==> src/rtl/enc83_debounce_pkg.sv <==
// rtl/enc83_debounce_pkg.sv - shared widths, debounce state type and 8:3 priority encoder
package enc83_pkg;

    localparam int SW_W   = 8;
    localparam int CODE_W = 3;

    typedef enum logic {
        STABLE = 1'b0,
        SETTLE = 1'b1
    } db_state_t;

    // Returns {any, code}; ascending scan so the highest set index is the one left standing.
    function automatic logic [CODE_W:0] prio_enc8(input logic [SW_W-1:0] v);
        logic [CODE_W-1:0] code;
        logic              any;
        code = '0;
        any  = 1'b0;
        for (int i = 0; i < SW_W; i++) begin
            if (v[i]) begin
                code = CODE_W'(i);
                any  = 1'b1;
            end
        end
        return {any, code};
    endfunction

endpackage

==> src/rtl/enc83_debounce_if.sv <==
// rtl/enc83_debounce_if.sv - switch/enable inputs and encoded outputs of the debounced encoder
interface enc83_debounce_if;
    import enc83_pkg::*;

    logic              i_en;
    logic [SW_W-1:0]   i_sw;
    logic [CODE_W-1:0] o_code;
    logic              o_valid;
    logic              o_change;

    modport master (
        output i_en,
        output i_sw,
        input  o_code,
        input  o_valid,
        input  o_change
    );

    modport slave (
        input  i_en,
        input  i_sw,
        output o_code,
        output o_valid,
        output o_change
    );

endinterface

==> src/rtl/enc83_debounce_sync_2ff.sv <==
// rtl/enc83_debounce_sync_2ff.sv - two-flop synchroniser for asynchronous switch inputs
module sync_2ff #(
    parameter int WIDTH = 8
) (
    input  logic             clk,
    input  logic             rst_n,
    input  logic [WIDTH-1:0] d,
    output logic [WIDTH-1:0] q
);

    logic [WIDTH-1:0] r_meta;
    logic [WIDTH-1:0] r_sync;

    always_ff @(posedge clk or negedge rst_n) begin
        if (!rst_n) begin
            r_meta <= '0;
            r_sync <= '0;
        end else begin
            r_meta <= d;
            r_sync <= r_meta;
        end
    end

    assign q = r_sync;

endmodule

==> src/rtl/enc83_debounce.sv <==
// rtl/enc83_debounce.sv - synchronise and debounce 8 switches as a vector, priority-encode to 3 bits
module enc83_debounce
    import enc83_pkg::*;
#(
    parameter int DB_CYCLES = 50000,
    parameter int DB_CNT_W  = 16
) (
    input  logic             clk,
    input  logic             rst_n,
    enc83_debounce_if.slave  bus
);

    localparam logic [DB_CNT_W-1:0] CNT_LAST = DB_CNT_W'(DB_CYCLES - 1);

    logic [SW_W-1:0]     w_s;
    db_state_t           r_state;
    db_state_t           w_state_nxt;
    logic [SW_W-1:0]     r_cand;
    logic [SW_W-1:0]     w_cand_nxt;
    logic [SW_W-1:0]     r_deb;
    logic [SW_W-1:0]     w_deb_nxt;
    logic [DB_CNT_W-1:0] r_cnt;
    logic [DB_CNT_W-1:0] w_cnt_nxt;

    logic [CODE_W:0]     w_enc;
    logic [CODE_W-1:0]   w_nxt_code;
    logic                w_nxt_valid;

    sync_2ff #(
        .WIDTH (SW_W)
    ) u_sync (
        .clk   (clk),
        .rst_n (rst_n),
        .d     (bus.i_sw),
        .q     (w_s)
    );

    always_ff @(posedge clk or negedge rst_n) begin
        if (!rst_n) begin
            r_state <= STABLE;
            r_cand  <= '0;
            r_deb   <= '0;
            r_cnt   <= '0;
        end else begin
            r_state <= w_state_nxt;
            r_cand  <= w_cand_nxt;
            r_deb   <= w_deb_nxt;
            r_cnt   <= w_cnt_nxt;
        end
    end

    // Any difference from the candidate restarts settling, even on the cycle that would have accepted.
    always_comb begin
        w_state_nxt = r_state;
        w_cand_nxt  = r_cand;
        w_deb_nxt   = r_deb;
        w_cnt_nxt   = r_cnt;
        if (w_s != r_cand) begin
            w_cand_nxt  = w_s;
            w_cnt_nxt   = '0;
            w_state_nxt = SETTLE;
        end else if (r_state == SETTLE) begin
            if (r_cnt == CNT_LAST) begin
                w_deb_nxt   = r_cand;
                w_state_nxt = STABLE;
            end else begin
                w_cnt_nxt = r_cnt + DB_CNT_W'(1);
            end
        end
    end

    assign w_enc       = prio_enc8(r_deb);
    assign w_nxt_code  = bus.i_en ? w_enc[CODE_W-1:0] : '0;
    assign w_nxt_valid = bus.i_en & w_enc[CODE_W];

    always_ff @(posedge clk or negedge rst_n) begin
        if (!rst_n) begin
            bus.o_code   <= '0;
            bus.o_valid  <= 1'b0;
            bus.o_change <= 1'b0;
        end else begin
            bus.o_code   <= w_nxt_code;
            bus.o_valid  <= w_nxt_valid;
            bus.o_change <= ({w_nxt_valid, w_nxt_code} != {bus.o_valid, bus.o_code});
        end
    end

endmodule

==> src/flat_wrapper.sv <==
// flat-port wrapper written by rule: the top's interface ports become plain ports
module enc83_debounce_flat import enc83_pkg::*;
#(
    parameter int DB_CYCLES = 50000,
    parameter int DB_CNT_W  = 16
)
  (clk, rst_n, bus_i_en, bus_i_sw, bus_o_code, bus_o_valid, bus_o_change);
  enc83_debounce_if bus_i ();
  input  logic clk;
  input  logic rst_n;
  input wire logic [$bits(bus_i.i_en)-1:0] bus_i_en;
  input wire logic [$bits(bus_i.i_sw)-1:0] bus_i_sw;
  output wire logic [$bits(bus_i.o_code)-1:0] bus_o_code;
  output wire logic [$bits(bus_i.o_valid)-1:0] bus_o_valid;
  output wire logic [$bits(bus_i.o_change)-1:0] bus_o_change;
  assign bus_i.i_en = bus_i_en;
  assign bus_i.i_sw = bus_i_sw;
  assign bus_o_code = bus_i.o_code;
  assign bus_o_valid = bus_i.o_valid;
  assign bus_o_change = bus_i.o_change;
  enc83_debounce #(.DB_CYCLES(DB_CYCLES), .DB_CNT_W(DB_CNT_W)) u_core (.clk(clk), .rst_n(rst_n), .bus(bus_i));
endmodule
==> config.mk <==
export PLATFORM = sky130hd
export DESIGN_NAME = enc83_debounce_flat
export DESIGN_NICKNAME = d
export VERILOG_FILES = /design/src/rtl/enc83_debounce_pkg.sv /design/src/rtl/enc83_debounce_if.sv /design/src/rtl/enc83_debounce_sync_2ff.sv /design/src/rtl/enc83_debounce.sv /design/src/flat_wrapper.sv
export SDC_FILE = /design/constraint.sdc
export NUM_CORES = 1
export LEC_CHECK = 0
export CORE_MARGIN = 4
export CORE_UTILIZATION = 55
export CTS_CLUSTER_SIZE = 16
export DETAILED_ROUTE_END_ITERATION = 8
export PLACE_DENSITY = 0.8
export SLEW_MARGIN = 10
export SYNTH_ARGS = -nofsm -noshare
export SYNTH_HDL_FRONTEND = slang
export SYNTH_SLANG_ARGS = --single-unit
export TNS_END_PERCENT = 30
==> constraint.sdc <==
create_clock -name clk -period 5.8 [get_ports clk]
set_input_delay 1.74 -clock clk [delete_from_list [all_inputs] [get_ports clk]]
set_output_delay 1.74 -clock clk [all_outputs]
set_load 0.05 [all_outputs]
Word level (Yosys, flattened, before mapping)
Cells that the tools add are included.

storage, ports and cells
  flip-flop bits (word level) = 54
  input bits = 11
  output and inout port bits = 5
  word-level logic and storage cells = 41

cells by class
  add/subtract/negate cells = 1
  eq/ne operators = 4
  multiplexer cells = 22
  bitwise logic cells = 2
  reductions and logical operators = 3

operator list
  cell                     number
  $mux W16                 3
  $mux W3                  7
  $add A16 B1 Y16 const B  1
  $eq A16 B16 Y1 const B   1
  $mux W1                  12
  $ne A8 B8 Y1             1
  $ne A4 B4 Y1             1
  $reduce_and A3 Y1        1
  $ne A2 B1 Y1 const B     1
  $reduce_and A2 Y1        1
  $reduce_bool A2 Y1       1
  $and A1 B1 Y1            1
  $not A1 Y1               1

Depth between registers and ports, before layout
Gate-level depths: netlist of the first run.

  word-level depth = 10
  mapped depth = 6
  gate-level depth less buffers = 6

By module
A second synthesis of the first run with hierarchy kept.

unflattened totals
  cells, all modules = 177
  area, all modules = 2127.0 um2

modules (own cells, without submodules)
  module          instances  cells each  area each (um2)  sequential area each (um2)
  enc83_debounce  1          161         1726.7           950.9
  sync_2ff        1          16          400.4            400.4

Worst setup path after synthesis of the first run
No wires, ideal clock.

  path type = input to register
  from = input bus_i_en
  to = register u_core.bus.o_change
  setup time = 124 ps
  arrival = 2255 ps
  required time = 5676 ps
  path slack = 3421 ps
  cell stages on the path = 3
  path buffers = 0
  cell sequence = o41a_1 > xor2_1 > a211o_1

on the way
  cells in the longest elaborated chain, start to end = 2
  elaborated cells between the ends (all ways) = 3
  classes of those cells = 1 x eq/ne; 1 x mux; 1 x bitwise

RTL lines
  element                                          line                                        text
  start, declared                                  flat_wrapper.sv:11                          input wire logic [$bits(bus_i.i_en)-1:0] bus_i_en;
  $mux W3 / $and A1 B1 Y1 (equally long branches)  enc83_debounce.sv:73, enc83_debounce.sv:74
  $ne A4 B4 Y1 (*)                                 enc83_debounce.sv:84                        bus.o_change <= ({w_nxt_valid, w_nxt_code} != {bus.o_valid, bus.o_code});
  end signal, assigned                             enc83_debounce.sv:84
  end, declared                                    enc83_debounce_if.sv:24                     output o_change

Every way passes the cells marked *; elsewhere a longest branch is shown, timed or not.
A chain may end at the register's enable or synchronous reset.

Final worst setup path of the first run
  from = register u_core.bus.o_code[1]
  to = output bus_o_code[1]

RTL lines
  element                 line                     text
  start, declared         enc83_debounce_if.sv:22  output o_code,
  start signal, assigned  enc83_debounce.sv:82     bus.o_code <= w_nxt_code;
  end, declared           flat_wrapper.sv:13       output wire logic [$bits(bus_i.o_code)-1:0] bus_o_code;

No word-level cell between the ends.

==> results by group, run 1 <==
Power
  – Total power: 0.623 mW
  – P_leak: 1.09 nW
  – Power Density: 257 nW/µm²
  – Peak VDD IR: 0.181 mV

Route
  – Vias: 1312
  – DR pass1 iterations: 4
  – Vias/cell: 5.44
  – Routed WL per cell: 14.1 µm
  – Routed wire length: 3390 µm
  – DR iter-0 viols: 60
  – DRC Markers: 0
  – Antenna Nets Post-Route: 0

Synth
  – Yosys warnings: 0
  – Post-synthesis mux area share: 6.00%
  – Post-synthesis sequential area ratio: 62.3%
  – Mapped Cells: 180
  – Main combinational cell family by area after synthesis: simple AND/OR/NAND/NOR gates
  – Fraction of synthesized cell area in xor and xnor cells: 9.29%
  – Synth top area share: 62.3%
  – Synth Area in Compound Gates: 3.92%
  – Yosys reg bits: 54
  – Mapped Area: 2170 µm²
  – Mean Syn Cell Area: 12.0 µm²
  – Distinct cell type count after synthesis: 32
  – Synth Area in Simple Gates: 15.3%
  – Cell taking the most area after synthesis: dfrtp_1
  – Leading post-synthesis cells by cell area: dfrtp_1 62%, xor2_1 7.3%, mux2_4 5.5%
  – Mapped Nets: 192
  – Synth Area in Adders: 0.577%

Timing
  – Slew margin rel.: 56.9%
  – Final Max Slew Viols: 0
  – Final Cycle Share: 56.6%
  – TNS Setup: 0 ps
  – Fmax: 304 MHz
  – Fin. Hold Viols: 0
  – Minimum clock period: 3280 ps
  – Slew @ Worst Pin: 641 ps
  – Final setup viols: 0
  – RSZ-0062 raised after global routing: false
  – Final Skew: 11.1 ps

Finish
  – Multi-input logic area: 761 µm²
  – Seq. cell area: 1350 µm²
  – Share of cells above drive strength 1: 10.4%
  – Most frequent cells in the layout: 54 x dfrtp_1, 22 x nor2_1, 18 x xor2_1, 14 x clkdlybuf4s50_1, 11 x nand2_1
  – Fin nets: 204
  – Area Growth Syn to Fin: 11.9%
  – Diodes inserted: 0
  – Post-route non-filler standard cell count: 241
  – Most common cell after layout, fill and taps aside: dfrtp_1
  – Layout fillers: 276

Clock tree
  – CTS tree: done
  – CTS Buf Count: 5
  – Root Driver: clkbuf_8
  – Sinks on Clock Net: 54
  – Clock-pin slew on the worst setup and hold paths: 100 ps
  – H-tree depth: 2
  – Post-CTS resize count: 0
  – Clk_lat worst skew: 310 ps
  – Clk buf depth: 2
  – Hold buffers post-CTS: 0
  – Post-CTS Setup Inserts: 0

Critical path
  – Worst Path Arrival: 1540 ps
  – Crit path max-delay cell type: clkdlybuf4s50_1
  – Buffers & Inverters on Critical Path: 1
  – Kind of critical path: flip-flop to output port
  – Family with the most delay on the worst path: buffers and inverters
  – Startpoint class of the critical path: flip-flop
  – CP peak stage delay: 830 ps
  – Critical-path cell list: clkdlybuf4s50_1
  – CP Max Fanout: 5
  – WP data required: 4060 ps
  – CP endpoint kind: output port

Run status
  – Status: finished, final reports clean

GRT
  – First-pass GRT wire length: 6000 µm
  – Initial antenna violation count: 0
  – Number of global-route vias before repair: 1325
  – Total grt overflow: 0
  – Total Routing Usage GR: 15.1%
  – Largest net degree at the start of global routing: 55

Placed design
  – Inst Count DP: 233
  – Port bufs: 15
  – Gp weighted congestion: 0.878
  – Hpwl dp: 2420 µm

Job
  – Max cap viols: 0

Floorplan
  – Die height: 70.8 µm
  – Die area: 5010 µm²
  – Core Area: 3740 µm²
  – Die W: 70.8 µm
  – I/O pin count: 16
  – Initial Util: 57.9%
  – Row Count: 22

Min path
  – Hold Crit Class: flip-flop to flip-flop
==> flip-flops by register name, indices dropped and copies added (netlist names) <==
register and cells:
u_core.r_cnt 16, u_core.r_state 1, u_core.r_cand 8, u_core.u_sync.r_meta 8, u_core.r_deb 8, u_core.bus.o_valid 1
u_core.bus.o_code 3, u_core.bus.o_change 1, u_core.u_sync.q 8
==> through the flow <==
step           setup slack, ps  hold slack (ps)  instance area, µm²  util (%)
6_report                  2520              357                2430      64.8
5_1_grt                   2470              365                2430      64.8
4_1_cts                   2500              359                2420      64.7
3_5_place_dp              2670              336                2330      62.2
3_3_place_gp              2800              331                2330      62.2
2_1_floorplan             3420              331                2170         -
==> routing by layer <==
layer	part of all wire, %	wire length (µm)	up-vias	GRT usage (%)
met3	4.7	159	8	4.40
met4	2.2	74	0	5.64
li1	-	-	627	-
met5	0	0	-	0
met1	45	1520	648	19.6
met2	48	1630	29	24.3
==> worst reg2reg max path, cell delays in order (launching register included) <==
cell and delay (ps):
dfrtp_1 410, xor2_1 170, nor4_2 390, nand2_2 290
or3_1 640, mux2_4 370
==> logic make-up after synthesis <==
kind of cell | count (synthesis)
muxes | 9
adders and majority gates | 1
and+or+nand+nor | 66
DFF | 54
xor gates and xnor gates | 23
buffers and inverters | 13
AOI/OAI and AO/OA | 14
==> power by group <==
part	leakage (nW)	total [mW]	switching, mW	internal (mW)
clock	0.0491	0.214	0.125	0.0889
sequential	0.694	0.390	0.00489	0.385
combinational	0.351	0.0202	0.0113	0.00895
total	1.09	0.623	0.141	0.483
==> final cells by class <==
| type | count | area share (%) |
|---|---|---|
| Sequential cell | 54 | 55.7 |
| Inverter | 3 | 0.464 |
| Clock inverter | 3 | 1.08 |
| Multi-Input combinational cell | 113 | 31.4 |
| Clock buffer | 5 | 2.84 |
| Tap cell | 48 | 2.48 |
| Timing Repair Buffer | 15 | 6.09 |
==> worst paths after layout <==
path	from	end	slack, ps	cells past startpoint
setup / recovery	u_core.bus.o_code[1]	bus_o_code[1]	2520	1
hold / removal	u_core.u_sync.r_meta[0]	u_core.u_sync.q[0]	360	0
setup reg to reg	u_core.r_cand[1]	u_core.r_deb[7]	3410	5
hold reg to reg	u_core.u_sync.r_meta[0]	u_core.u_sync.q[0]	360	0
max in group asynchronous	rst_n	u_core.r_cnt[12]	3910	1
min in group asynchronous	rst_n	u_core.r_deb[1]	1430	1
==> cells in the mapped netlist, drive strengths merged <==
master / instances
a21oi: 4
ha: 1
nor2b: 1
buf: 2
nor4: 6
xor2: 18
a21boi: 1
nor4b: 1
inv: 3
or2: 1
clkbuf: 8
and3: 3
o21bai: 1
mux2i: 1
nand2: 12
and2: 2
o21ai: 6
or3: 2
dfrtp: 54
nor2: 22
a211o: 1
and4: 1
xnor2: 5
nand4: 2
nor3: 3
nand3: 10
mux2: 8
o41a: 1
Note: power is estimated with default switching activity, not from simulation.
==> run 2, diff against run 1 <==
==> constraint.sdc (replaced) <==
create_clock -name clk -period 3.4 [get_ports clk]
set_input_delay 1.02 -clock clk [delete_from_list [all_inputs] [get_ports clk]]
set_output_delay 1.02 -clock clk [all_outputs]
set_load 0.05 [all_outputs]
==> run 2 against run 1 <==
Clock power rose by 72%. Via count fell by 1.2%. Register-to-register slack got worse by 2400 ps. Count of clock-buffer cells in the layout did not move. Sequential cell count did not move. Critical path depth did not move. Hold slack improved by 0.51 ps. Total power rose by 71%. Wire length fell by 0.35%. Critical endpoint unchanged. Sequential share of layout area fell by 0.17 points. Final cell count rose by 0.41%. Largest power group unchanged.
==> results by group, run 2 (same netlist as run 1, synthesis figures left out) <==
Power
  – Power Density: 439 nW/µm²
  – P_leak: 1.10 nW
  – Peak VDD IR: 0.308 mV
  – Total power: 1.07 mW

Timing
  – Final Skew: 8.90 ps
  – Fin worst setup slack: 839 ps
  – Fin. Hold Viols: 0
  – TNS Setup: 0 ps
  – Final Max Slew Viols: 0
  – Minimum clock period: 2560 ps
  – Final Cycle Share: 75.3%
  – Fmax: 391 MHz
  – Worst Hold Slack: 358 ps
  – Slew @ Worst Pin: 652 ps
  – Slew margin rel.: 56.2%
  – RSZ-0062 raised after global routing: false
  – Final setup viols: 0

Clock tree
  – Root Driver: clkbuf_8
  – Sinks on Clock Net: 54
  – Post-CTS Setup Inserts: 0
  – CTS Buf Count: 5
  – Post-CTS resize count: 0
  – Clk buf depth: 2
  – Hold buffers post-CTS: 0
  – H-tree depth: 2
  – CTS tree: done
  – Clk_lat worst skew: 310 ps
  – Clock-pin slew on the worst setup and hold paths: 100 ps

Route
  – Vias/cell: 5.36
  – DRC Markers: 0
  – Antenna Nets Post-Route: 0
  – Vias: 1296
  – DR iter-0 viols: 62
  – DR pass1 iterations: 4
  – Routed WL per cell: 13.9 µm
  – Routed wire length: 3380 µm

Critical path
  – Critical-path cell list: clkdlybuf4s50_1
  – CP Max Fanout: 5
  – Buffers & Inverters on Critical Path: 1
  – Crit path launch: u_core.bus.o_code[1]
  – Kind of critical path: flip-flop to output port
  – Crit path max-delay cell type: clkdlybuf4s50_1
  – CP peak stage delay: 820 ps
  – Worst Path Arrival: 1540 ps
  – CP endpoint kind: output port
  – Startpoint class of the critical path: flip-flop
  – R2R Path Start: u_core.r_cand[1]
  – Family with the most delay on the worst path: buffers and inverters
  – WP data required: 2380 ps

Placed design
  – Hpwl dp: 2560 µm
  – Port bufs: 15
  – Pre-CTS WS: 1050 ps
  – Gp weighted congestion: 0.823

GRT
  – Total Routing Usage GR: 15.2%
  – Number of global-route vias before repair: 1309
  – Total grt overflow: 0
  – Initial antenna violation count: 0
  – First-pass GRT wire length: 5980 µm
  – Largest net degree at the start of global routing: 34

Floorplan
  – Row Count: 22
  – Die W: 70.8 µm
  – Core Area: 3740 µm²
  – Die area: 5010 µm²
  – Die height: 70.8 µm
  – I/O pin count: 16
  – Initial Util: 57.9%

Job
  – Max cap viols: 0

Finish
  – Most frequent cells in the layout: 54 x dfrtp_1, 22 x nor2_1, 18 x xor2_1, 14 x clkdlybuf4s50_1, 11 x nand2_1
  – Share of cells above drive strength 1: 10.8%
  – Layout fillers: 282
  – Most common cell after layout, fill and taps aside: dfrtp_1
  – Biggest register: u_core.r_cnt
  – Final Util: 65.0%
  – Diodes inserted: 0
  – Fin nets: 205
  – Area Growth Syn to Fin: 12.2%
  – Max reg flops: 16

Min path
  – Hold Crit Class: flip-flop to flip-flop
  – Hold wc startpoint: u_core.u_sync.r_meta[1]

Run status
  – Status: finished, final reports clean
-- run 2: cell count changes in the layout (fill, tap and decap cells not counted), sizes merged --
cell / previous run / this run
buf: 1 / 2
-- run 2: layer usage --
metal / global-route usage (%) / up-vias / share of wire [%] / wire, µm
met1: 19.7 / 639 / 45 / 1500
li1: - / 625 / - / -
met3: 5.54 / 2 / 5.6 / 189
met4: 5.01 / 0 / 0.30 / 10
met5: 0 / - / 0 / 0
met2: 24.0 / 30 / 49 / 1670
-- run 2: final timing paths --
| path | endpoint | depth (start not counted) | slack, ps |
|---|---|---|---|
| worst max-delay path | bus_o_code[1] | 1 | 840 |
| worst min-delay path | u_core.u_sync.q[1] | 0 | 360 |
| worst max register to register | u_core.r_deb[4] | 5 | 1050 |
| worst min register to register | u_core.u_sync.q[1] | 0 | 360 |
| max in group asynchronous | u_core.r_cnt[2] | 2 | 1980 |
| min in group asynchronous | u_core.bus.o_valid | 1 | 650 |
-- run 2: area by class of cell --
type	instances	area, µm²	area share [%]
multi-input cells	113	761	31.3
repair buffers	16	153	6.27
well taps	48	60.1	2.47
flip-flops and latches	54	1350	55.5
clock inverters	3	28.8	1.18
clock buffers	5	68.8	2.83
inverters	3	11.3	0.463
-- run 2: power breakdown --
group	switching, mW	internal (mW)	total, mW
combinational	0.0197	0.0157	0.0354
clock	0.214	0.154	0.368
sequential	0.00857	0.656	0.665
-- run 2: stage by stage --
step,area [µm²],instances
after floorplan,2170,180
after global placement,2340,234
after detailed placement,2340,234
after CTS,2430,242
after global routing,2430,242
final,2430,242
